$ cat src/rtl/decomp_mod_fold.sv
// Modular fold stage behind the single-LUT decomposition: adds the LUT partial residue and the
// truncated low bits, reduces modulo MODULUS, and buffers results with credit-based flow control.
module decomp_mod_fold #(
    parameter int DATA_WIDTH  = 18,
    parameter int TRUNC_WIDTH = 16,
    parameter int MODULUS     = 262139,
    parameter int DEPTH       = 4
) (
    input  logic                   clk,
    input  logic                   reset_n,
    input  logic                   in_valid,
    output logic                   in_ready,
    input  logic [DATA_WIDTH-1:0]  lut_in,
    input  logic [TRUNC_WIDTH-1:0] trunc_in,
    output logic                   out_valid,
    input  logic                   out_ready,
    output logic [DATA_WIDTH-1:0]  out_data,
    output logic                   err_ovf,
    output logic                   err_range
);

    localparam int SW = ((DATA_WIDTH > TRUNC_WIDTH) ? DATA_WIDTH : TRUNC_WIDTH) + 1;
    localparam int RW = SW + 1;
    localparam int PW = (DEPTH > 1) ? $clog2(DEPTH) : 1;
    localparam int CW = $clog2(DEPTH + 1);
    localparam logic [RW-1:0]         MOD1     = RW'(MODULUS);
    localparam logic [RW-1:0]         MOD2     = RW'(2 * MODULUS);
    localparam logic [DATA_WIDTH-1:0] MOD_D    = DATA_WIDTH'(MODULUS);
    localparam logic [PW-1:0]         PTR_LAST = PW'(DEPTH - 1);
    localparam logic [CW:0]           CREDITS  = (CW + 1)'(DEPTH);

    // Two conditional subtractions suffice because the sum is always below 3*MODULUS.
    function automatic logic [DATA_WIDTH-1:0] fold(input logic [SW-1:0] s);
        logic [RW-1:0] r;
        r = {1'b0, s};
        if (r >= MOD2) r = r - MOD2;
        else           r = r;
        if (r >= MOD1) r = r - MOD1;
        else           r = r;
        return r[DATA_WIDTH-1:0];
    endfunction

    function automatic logic [PW-1:0] ptr_next(input logic [PW-1:0] p);
        return (p == PTR_LAST) ? {PW{1'b0}} : p + {{(PW-1){1'b0}}, 1'b1};
    endfunction

    logic                  v1_r, v2_r;
    logic [SW-1:0]         s1_r;
    logic [DATA_WIDTH-1:0] mem_r [DEPTH];
    logic [PW-1:0]         wr_ptr_r, rd_ptr_r;
    logic [CW-1:0]         count_r;
    logic                  err_ovf_r, err_range_r;
    logic [CW:0]           credit_s;
    logic                  in_ready_s, accept_s, push_s, pop_s;

    // Credits count FIFO occupancy plus tagged words still in the pipeline; a pop frees one only next cycle.
    always_comb begin
        credit_s   = {1'b0, count_r} + {{CW{1'b0}}, v1_r} + {{CW{1'b0}}, v2_r};
        in_ready_s = (credit_s < CREDITS);
        accept_s   = in_valid & in_ready_s;
        push_s     = v2_r;
        pop_s      = (count_r != {CW{1'b0}}) & out_ready;
    end

    // Valid tags, sum register and sticky error flags.
    always_ff @(posedge clk or negedge reset_n) begin
        if (!reset_n) begin
            v1_r        <= 1'b0;
            v2_r        <= 1'b0;
            s1_r        <= {SW{1'b0}};
            err_ovf_r   <= 1'b0;
            err_range_r <= 1'b0;
        end else begin
            v1_r <= accept_s;
            v2_r <= v1_r;
            if (v1_r) s1_r <= SW'(lut_in) + SW'(trunc_in);
            else      s1_r <= s1_r;
            if (in_valid && !in_ready_s) err_ovf_r <= 1'b1;
            else                         err_ovf_r <= err_ovf_r;
            if (v1_r && (lut_in >= MOD_D)) err_range_r <= 1'b1;
            else                           err_range_r <= err_range_r;
        end
    end

    // Circular output buffer; the credit rule guarantees a push never meets a full buffer.
    always_ff @(posedge clk or negedge reset_n) begin
        if (!reset_n) begin
            for (int i = 0; i < DEPTH; i++) mem_r[i] <= {DATA_WIDTH{1'b0}};
            wr_ptr_r <= {PW{1'b0}};
            rd_ptr_r <= {PW{1'b0}};
            count_r  <= {CW{1'b0}};
        end else begin
            if (push_s) begin
                mem_r[wr_ptr_r] <= fold(s1_r);
                wr_ptr_r        <= ptr_next(wr_ptr_r);
            end else begin
                wr_ptr_r <= wr_ptr_r;
            end
            if (pop_s) rd_ptr_r <= ptr_next(rd_ptr_r);
            else       rd_ptr_r <= rd_ptr_r;
            case ({push_s, pop_s})
                2'b10:   count_r <= count_r + {{(CW-1){1'b0}}, 1'b1};
                2'b01:   count_r <= count_r - {{(CW-1){1'b0}}, 1'b1};
                default: count_r <= count_r;
            endcase
        end
    end

    assign in_ready  = in_ready_s;
    assign out_valid = (count_r != {CW{1'b0}});
    assign out_data  = out_valid ? mem_r[rd_ptr_r] : {DATA_WIDTH{1'b0}};
    assign err_ovf   = err_ovf_r;
    assign err_range = err_range_r;

endmodule

$ cat config.mk
export PLATFORM = sky130hd
export DESIGN_NAME = decomp_mod_fold
export DESIGN_NICKNAME = d
export VERILOG_FILES = /design/src/rtl/decomp_mod_fold.sv
export SDC_FILE = /design/constraint.sdc
export NUM_CORES = 1
export LEC_CHECK = 0
export BUFFER_PORTS_ARGS = -buffer_cell sky130_fd_sc_hd__buf_2
export CAP_MARGIN = 20
export CORE_AREA = 2 2 106 108
export CTS_BUF_LIST = sky130_fd_sc_hd__clkbuf_4
export DETAILED_ROUTE_END_ITERATION = 7
export DIE_AREA = 0 0 108 110
export MAX_ROUTING_LAYER = met4
export PLACE_DENSITY = 0.74
export SYNTH_ARGS = -nofsm -noshare
export SYNTH_HDL_FRONTEND = slang
export SYNTH_SLANG_ARGS = --single-unit
export TNS_END_PERCENT = 10
$ cat constraint.sdc
create_clock -name clk -period 7 [get_ports clk]
set_clock_uncertainty 0.05 [all_clocks]
set_input_delay 1.4 -clock clk [delete_from_list [all_inputs] [get_ports clk]]
set_output_delay 1.4 -clock clk [all_outputs]
set_load 0.02 [all_outputs]
==> results of run 1 <==
cells in the final DEF, fill, tap and decap left out, types with 16 or more instances in the layout:
cell type / instances
a21oi_1: 16
and2_1: 18
buf_2: 58
dfrtp_1: 102
ha_1: 25
inv_1: 18
mux2_2: 29
mux4_2: 18
nand2_1: 90
nor2_1: 25
o21ai_0: 61
xnor2_1: 20
per-layer routing:
| metal | track usage [%] | routed length (µm) |
|---|---|---|
| met2 | 36.7 | 6070 |
| met1 | 30.8 | 5810 |
| met5 | - | 0 |
| met4 | 7.05 | 279 |
| met3 | 4.88 | 575 |
worst min-delay path by stage:
stage / end / slack, ns / cells after the start
2_1_floorplan: push_s$_DFF_PN0_ / 0.30 / 0
3_3_place_gp: err_range$_DFFE_PN0P_ / 0.39 / 1
3_5_place_dp: err_range$_DFFE_PN0P_ / 0.39 / 1
4_1_cts: err_range$_DFFE_PN0P_ / 0.42 / 1
5_1_grt: err_range$_DFFE_PN0P_ / 0.44 / 1
6_report: err_range$_DFFE_PN0P_ / 0.42 / 1
metrics by stage:
stage	hold WS [ns]	std cells	power, W	setup WS (ns)	area [µm²]
floorplan	0.302	566	0.00200	3.35	5820
global placement	0.391	740	0.00230	3.09	6200
detailed placement	0.389	740	0.00237	2.93	6200
CTS	0.421	756	0.00268	2.87	6350
global route	0.444	759	0.00292	2.51	6430
finish	0.415	759	0.00270	2.86	6430
power groups by stage:
stage,sequential [W],combinational (W),clock (W)
final,0.00110,0.00128,0.000322
after global routing,0.00114,0.00142,0.000357
after CTS,0.00110,0.00125,0.000328
after detailed placement,0.00111,0.00125,0
after global placement,0.00109,0.00121,0
after floorplan,0.000999,0.00100,0
sequential cells by signal, indices dropped and copies added, names as in the netlist:
signal,flops
s1_r,19
count_r,3
wr_ptr_r,2
rd_ptr_r,2
v1_r,1
err_range,1
err_ovf,1
push_s,1
mem_r,72
worst max-delay path, delay by kind of cell (launching register included):
kind / cells / cell delay [ns]
and+or+nand+nor: 7 / 2.16
xor gates and xnor gates: 2 / 0.62
AOI/OAI and AO/OA: 2 / 0.49
DFF: 1 / 0.47
adders and majority gates: 1 / 0.24
logic make-up after synthesis:
kind of cell	after synthesis	synth area share [%]
AND/OR/NAND/NOR	190	16.3
adder cells (fa/ha/maj)	27	6.06
XOR/XNOR	31	4.67
flip-flops	102	43.9
multiplexers	51	13.3
AO/OA/AOI/OAI	120	12.9
buffers and inverters	45	2.99
final cells by class:
| cell class | count | area, µm² | area share, % |
|---|---|---|---|
| clock buffer | 9 | 67.6 | 1.05 |
| clock inverter | 7 | 83.8 | 1.30 |
| inverter | 18 | 67.6 | 1.05 |
| multi-input combinational | 419 | 3090 | 48.1 |
| sequential | 102 | 2550 | 39.7 |
| tap | 140 | 175 | 2.72 |
| timing repair buffer | 64 | 395 | 6.14 |
==> reports/results.ini, run 1 <==
[power]
swShare_pct = 42.1
combPwrFrac_pct = 47.3
ir_worst_vdd_uv = 244
p_clk_share_pct = 11.9
p_per_area_mw_per_mm2 = 420
leakage_nw = 2.95
p_switching_w = 0.00114
p_int_w = 0.00156
seq_power_share_pct = 40.8

[synthesis]
ys_warn_count = 0
synth_most_common_cell = dfrtp_1
synthTopCellsByCount = dfrtp_1 (102), nand2_1 (90), o21ai_0 (61)
syn_inst = 566
ys_seq_area_share_pct = 43.9
ys.flop_type = dfrtp_1
yosys.area.top_type = dfrtp_1
synth-seq-cells = 102
ys_types = 53
synth_nets = 631
synthArstFlopShare_pct = 100
syn_area_mm2 = 0.00582
synth.avg_cell_area_um2 = 10.3
synthTopCellsByArea = dfrtp_1 (44%), mux4_2 (7.0%), nand2_1 (5.8%)
synth_edf_count = 0
synth_top_area_share_pct = 43.9

[placement]
hpwl_um = 9010
place.gp.congestion = 0.936
port_buffers = 59

[worst_setup_path]
rrSetupSlack_ns = 2.86
path_max_fanout = 13
crit_path_end = mem_r[24]$_DFFE_PN0P_
end_kind = flop
crit_chain = nand3_2, nor4_4, and4_1, xnor2_1, ha_1, nor2_1, or3_4, nor3_1, o211a_1, nand4_1, xnor2_1, o31ai_1
critPathMostFrequentCell = xnor2_1
cpMaxStageDelayCell = and4_1
timing.rr.start = s1_r[5]$_DFFE_PN0P_
crit_path_max_incr_delay_ns = 0.59
r2r_end = mem_r[24]$_DFFE_PN0P_
startpoint = s1_r[5]$_DFFE_PN0P_
required_ns = 7.30
crit_arrival_ns = 4.44
startpoint_type = flop
reg2reg_depth = 12
crit_type = reg2reg

[clock_network]
postCtsHoldBufs = 0
root_buffer = clkbuf_4
h-tree-depth = 3
clk_latency_ns = 0.48
cts_buffers = 9
cts_resized = 0
cts_tree = built
clk_path_buf_depth = 2
path_clk_slew_ns = 0.16
cts_sinks = 102
postCtsSetupBuffers = 0

[grt]
antenna_found_initial = 0
grt_max_degree = 61
grt_first_pass_wirelength_um = 20900
grt_usage_pct = 23.3
grt_pass1_vias = 4278
grt_overflow = 0

[flow_run]
max_cap_violations = 0

[timing]
relSlewSlack_pct = 25.5
min_period_ns = 4.14
tns_ns = 0
rsz0062_at_grt = no
timing.fmax_mhz = 242
post-route-period-util_pct = 59.1
drv_slew = 0
final-hold-violation-count = 0
tightest_slew_ns = 1.11
setup_viol = 0

[floorplan]
rows = 38
die-area_mm2 = 0.0119
die_x_um = 108
core_area_mm2 = 0.0107
io_pins = 60
die_y_um = 110
start_util_pct = 54.4

[route]
via_count = 4389
first_pass_iters = 5
vias_per_cell = 5.78
postRouteAntennaNets = 0
avgRoutedWirePerCell_um = 16.8
drcViolationCount = 0
drt_wl_total_um = 12700
drtIter0Drc = 368

[finish]
layout-drive-gt1-share_pct = 22.3
finalNetCount = 679
area_delta_synth_final_pct = 10.6
diodes = 0
finish.utilization_pct = 60.2
fill_cells = 904

[min_path]
hold_start = err_range$_DFFE_PN0P_
hold_class = reg2reg

[run_status]
status = finished clean

(Power assumes the default switching activity.)
==> run 2: changes to the inputs <==
- clock period: 7 -> 3.83 ns (I/O delays scaled with it)
==> run 2 against run 1 <==
Cell area shrank 0.16%. Clock power grew 69%. Sequential power grew 79%. Non-clock buffer count grew 7. First-iteration DRC count shrank 45%. Global-route usage grew 0.18 points. Count of clock-buffer cells in the layout grew 2. Sequential cell count is the same. Total power grew 80%. Hold slack lost 0.055 ns. Register-to-register slack lost 2.6 ns. Wire length shrank 1.7%. Critical path type unchanged. Largest cell class unchanged.
==> reports/results.ini, run 2 (synthesis gave the netlist of run 1 again) <==
[run_status]
status = finished clean

[power]
ir_worst_vdd_uv = 555
p_per_area_mw_per_mm2 = 756
leakage_nw = 2.96

[grt]
grt_most_used_layer = met2
use_met1_pct = 31.7
grt_pass1_vias = 4388
grt_use_met2_pct = 37.7
grt_overflow = 0
grt_max_degree = 70
grt_first_pass_wirelength_um = 21300
grt_usage_pct = 23.5
grt.met3_usage_pct = 3.47
antenna_found_initial = 0

[timing]
tns_ns = 0
min_period_ns = 3.56
final-hold-violation-count = 0
setup_viol = 0
drv_slew = 0
timing.fmax_mhz = 281
rsz0062_at_grt = no
finalWorstSetupSlack_ns = 0.273
post-route-period-util_pct = 92.9
tightest_slew_ns = 1.05
relSlewSlack_pct = 29.8

[clock_network]
postCtsSetupBuffers = 0
cts_resized = 0
postCtsHoldBufs = 0
cts_sinks = 102
h-tree-depth = 3
cts_tree = built
clk_latency_ns = 0.45
root_buffer = clkbuf_4
cts_buffers = 9
clk_path_buf_depth = 2
path_clk_slew_ns = 0.15

[route]
drcViolationCount = 0
drtIter0Drc = 202
vias_per_cell = 5.67
avgRoutedWirePerCell_um = 16.4
first_pass_iters = 5
drt_wl_total_um = 12500
postRouteAntennaNets = 0
via_count = 4335

[worst_setup_path]
required_ns = 4.09
crit_arrival_ns = 3.82
startpoint_type = flop
critPathMostFrequentCell = xnor2_1
end_kind = flop
path_max_fanout = 7
crit_buf_inv = 0
crit_chain = nand3_1, nor4_4, and4_1, xnor2_1, ha_1, nor2_1, or3_4, nor3_1, o211a_1, nand4_1, xnor2_1, o31ai_1
crit_path_max_incr_delay_ns = 0.48
crit_type = reg2reg
cpMaxStageDelayCell = dfrtp_1
cp_top_family = simple AND/OR/NAND/NOR gates

[min_path]
hold_class = in2async

[finish]
finalNetCount = 686
fin_cells = 764
final_cell_mix = dfrtp_1 (102), nand2_1 (90), o21ai_0 (61), buf_2 (58), mux2_2 (29)
diodes = 0
largest_register = mem_r
largest_reg_flops = 72
final_common_cell = dfrtp_1
layout-drive-gt1-share_pct = 22.9
multi_input_area_mm2 = 0.00309
fill_cells = 925
area_delta_synth_final_pct = 10.4
reg_top3 = mem_r: 72 flops, s1_r: 19 flops, count_r: 3 flops
seq_area_mm2 = 0.00255

[placement]
placed_cells = 748
hpwl_um = 9210
port_buffers = 59
place.gp.congestion = 0.863
preCtsSetupSlack_ns = 0.130

[floorplan]
io_pins = 60
die_x_um = 108
core_area_mm2 = 0.0107
die_y_um = 110
start_util_pct = 54.4
die-area_mm2 = 0.0119
rows = 38

[flow_run]
max_cap_violations = 0

run 2: worst paths after layout:
| kind | startpoint | end | slack [ns] | cells after the start |
|---|---|---|---|---|
| worst min register to register | err_range$_DFFE_PN0P_ | err_range$_DFFE_PN0P_ | 0.43 | 1 |
| worst max register to register | s1_r[14]$_DFFE_PN0P_ | mem_r[24]$_DFFE_PN0P_ | 0.27 | 12 |
| worst max-delay path | s1_r[14]$_DFFE_PN0P_ | mem_r[24]$_DFFE_PN0P_ | 0.27 | 12 |
| min in group clk | err_range$_DFFE_PN0P_ | err_range$_DFFE_PN0P_ | 0.43 | 1 |
| worst min-delay path | reset_n | mem_r[44]$_DFFE_PN0P_ | 0.36 | 1 |
| max in group asynchronous | reset_n | wr_ptr_r[0]$_DFFE_PN0P_ | 2.57 | 2 |
run 2: routing by layer:
layer | vias to the layer above | wire length (µm)
li1 | 2123 | -
met1 | 2072 | 5940
met2 | 127 | 5900
met3 | 13 | 524
met4 | 0 | 150
met5 | - | 0
run 2: final cells by class:
class	count	share of cell area (%)
Clock buffer	11	1.29
Clock inverter	3	0.721
Multi-Input combinational cell	419	48.1
Tap cell	140	2.73
Timing Repair Buffer	71	6.35
Sequential cell	102	39.7
Inverter	18	1.05
run 2: through the flow:
stage / hold slack [ns] / instance area (µm²) / util [%] / total power [W]
final: 0.360 / 6420 / 60.1 / 0.00486
after global routing: 0.409 / 6420 / 60.1 / 0.00526
after CTS: 0.355 / 6390 / 59.7 / 0.00489
after detailed placement: 0.402 / 6260 / 58.5 / 0.00434
after global placement: 0.392 / 6260 / 58.5 / 0.00423
after floorplan: 0.302 / 5820 / - / 0.00366
run 2: power by group:
group | leakage (nW) | internal (W) | switching (W) | total [W]
Combinational | 1.63 | 0.00108 | 0.00126 | 0.00235
Clock | 0.0694 | 0.000210 | 0.000333 | 0.000543
Sequential | 1.26 | 0.00157 | 0.000405 | 0.00197
Total | 2.96 | 0.00286 | 0.00200 | 0.00486
run 2: worst reg2reg max path, stage by stage (launching register included):
cell,delay [ns]
dfrtp_1,0.48
nand3_1,0.17
nor4_4,0.30
and4_1,0.27
xnor2_1,0.16
ha_1,0.24
nor2_1,0.08
or3_4,0.36
nor3_1,0.33
o211a_1,0.35
nand4_1,0.17
xnor2_1,0.35
o31ai_1,0.12
==> run 3: changes to the inputs <==
- REMOVE_ABC_BUFFERS: unset -> 1
==> run 3 against run 2 <==
Total power shrank 0.26%. Largest power group unchanged. Hold slack got worse by 0.23 ns. Maximum frequency is 1.2% higher.
==> reports/results.ini, run 3 (synthesis gave the netlist of run 1 again) <==
[run_status]
status = finished clean

[timing]
setup_viol = 0
drv_slew = 0
hold_slack_ns = 0.133
final-hold-violation-count = 0
tightest_slew_ns = 0.945
min_period_ns = 3.51
timing.fmax_mhz = 285
tns_ns = 0
relSlewSlack_pct = 37.0
post-route-period-util_pct = 91.8
rsz0062_at_grt = no

[placement]
port_buffers = 59
place.gp.congestion = 0.996
hpwl_um = 9280

[clock_network]
cts_tree = built
cts_sinks = 102
cts_buffers = 9
h-tree-depth = 3
root_buffer = clkbuf_4
clk_latency_ns = 0.46
path_clk_slew_ns = 0.14
clk_path_buf_depth = 2

[worst_setup_path]
cpMaxStageDelayCell = dfrtp_1
rrSetupSlack_ns = 0.32
end_kind = flop
required_ns = 4.10
cp_top_family = simple AND/OR/NAND/NOR gates
path_max_fanout = 7
crit_type = reg2reg
crit_path_max_incr_delay_ns = 0.46
startpoint_type = flop
crit_chain = nand3_1, nor4_4, and4_1, xnor2_1, ha_1, nor2_1, or3_4, o41ai_4, nand3_4, nor4_2, xor2_1, o21ai_0
crit_arrival_ns = 3.78
crit_buf_inv = 0

[grt]
grt_pass1_vias = 4205
grt_usage_pct = 23.2
grt_overflow = 0
grt.met3_usage_pct = 3.06
grt_max_degree = 82
grt_first_pass_wirelength_um = 20800
use_met1_pct = 31.5
antenna_found_initial = 1
grt_use_met2_pct = 35.6
grt_most_used_layer = met2

[floorplan]
die-area_mm2 = 0.0119
die_y_um = 110
rows = 38
die_x_um = 108
io_pins = 60
core_area_mm2 = 0.0107
start_util_pct = 54.4

[finish]
final_cell_mix = dfrtp_1 (102), nand2_1 (90), o21ai_0 (61), buf_2 (58), mux2_2 (29)
largest_reg_flops = 72
area_delta_synth_final_pct = 10.8
largest_register = mem_r
finalNetCount = 691
layout-drive-gt1-share_pct = 23.6
reg_top3 = mem_r: 72 flops, s1_r: 19 flops, count_r: 3 flops
final_common_cell = dfrtp_1

[flow_run]
max_cap_violations = 0

[power]
leakage_nw = 2.98
ir_worst_vdd_uv = 360
p_per_area_mw_per_mm2 = 751

[route]
via_count = 4411
vias_per_cell = 5.71
drtIter0Drc = 250
avgRoutedWirePerCell_um = 16.1
postRouteAntennaNets = 0
drt_wl_total_um = 12500
first_pass_iters = 4
drcViolationCount = 0

[min_path]
hold_class = in2async

-- run 3: cell types whose count changed in the layout (fill, tap and decap cells not counted) --
cell,previous run,this run
buf_4,12,17
bufinv_16,1,0
clkbuf_4,11,12
clkinv_1,0,1
clkinv_2,0,2
clkinvlp_4,1,0
diode_2,0,1
-- run 3: worst register-to-register path, delay by kind of cell (launching register included) --
| family | cells | cell delay [ns] |
|---|---|---|
| DFF | 1 | 0.46 |
| AOI/OAI and AO/OA | 2 | 0.51 |
| and+or+nand+nor | 7 | 1.65 |
| xor gates and xnor gates | 2 | 0.47 |
| adders and majority gates | 1 | 0.23 |
-- run 3: timing repair --
item / CTS / global route
setup buffers: 0 / 1
hold buffers: 0 / 0
gates resized for setup: 0 / 0
endpoints found under the setup margin: 0 / 27
-- run 3: path summary, 6_finish.rpt --
| kind | startpoint | endpoint | cells after the start |
|---|---|---|---|
| max reg2reg | s1_r[18]$_DFFE_PN0P_ | mem_r[35]$_DFFE_PN0P_ | 12 |
| min reg2reg | err_ovf$_DFFE_PN0P_ | err_ovf$_DFFE_PN0P_ | 1 |
| min | reset_n | mem_r[54]$_DFFE_PN0P_ | 1 |
| max | s1_r[18]$_DFFE_PN0P_ | mem_r[35]$_DFFE_PN0P_ | 12 |
| min in group clk | err_ovf$_DFFE_PN0P_ | err_ovf$_DFFE_PN0P_ | 1 |
| max in group asynchronous | reset_n | mem_r[59]$_DFFE_PN0P_ | 3 |
-- run 3: power breakdown --
part / switching [W] / internal [W]
logic: 0.00129 / 0.00110
registers: 0.000387 / 0.00157
clock network: 0.000347 / 0.000155
total: 0.00202 / 0.00282
-- run 3: area by class of cell --
type / count / area, µm²
antenna: 1 / 2.50
tap: 140 / 175
sequential: 102 / 2550
clock buffer: 12 / 90.1
inverter: 18 / 67.6
fill: 924 / 4250
timing repair buffer: 76 / 445
multi-input combinational: 419 / 3090
clock inverter: 4 / 22.5
-- run 3: layer usage --
metal	vias up	wire length (µm)
li1	2143	-
met1	2128	5900
met2	115	5800
met3	25	487
met4	0	278
met5	-	0
-- run 3: metrics by stage --
| step | std cells | worst slack [ns] | area, µm² | util, % | power (W) |
|---|---|---|---|---|---|
| 2_1_floorplan | 539 | 0.193 | 5710 | - | 0.00361 |
| 3_3_place_gp | 753 | 0.221 | 6300 | 58.9 | 0.00427 |
| 5_1_grt | 772 | 0.0865 | 6450 | 60.3 | 0.00525 |
| 6_report | 772 | 0.316 | 6450 | 60.3 | 0.00485 |
| 4_1_cts | 769 | 0.0824 | 6410 | 59.9 | 0.00488 |
| 3_5_place_dp | 753 | 0.117 | 6300 | 58.9 | 0.00438 |
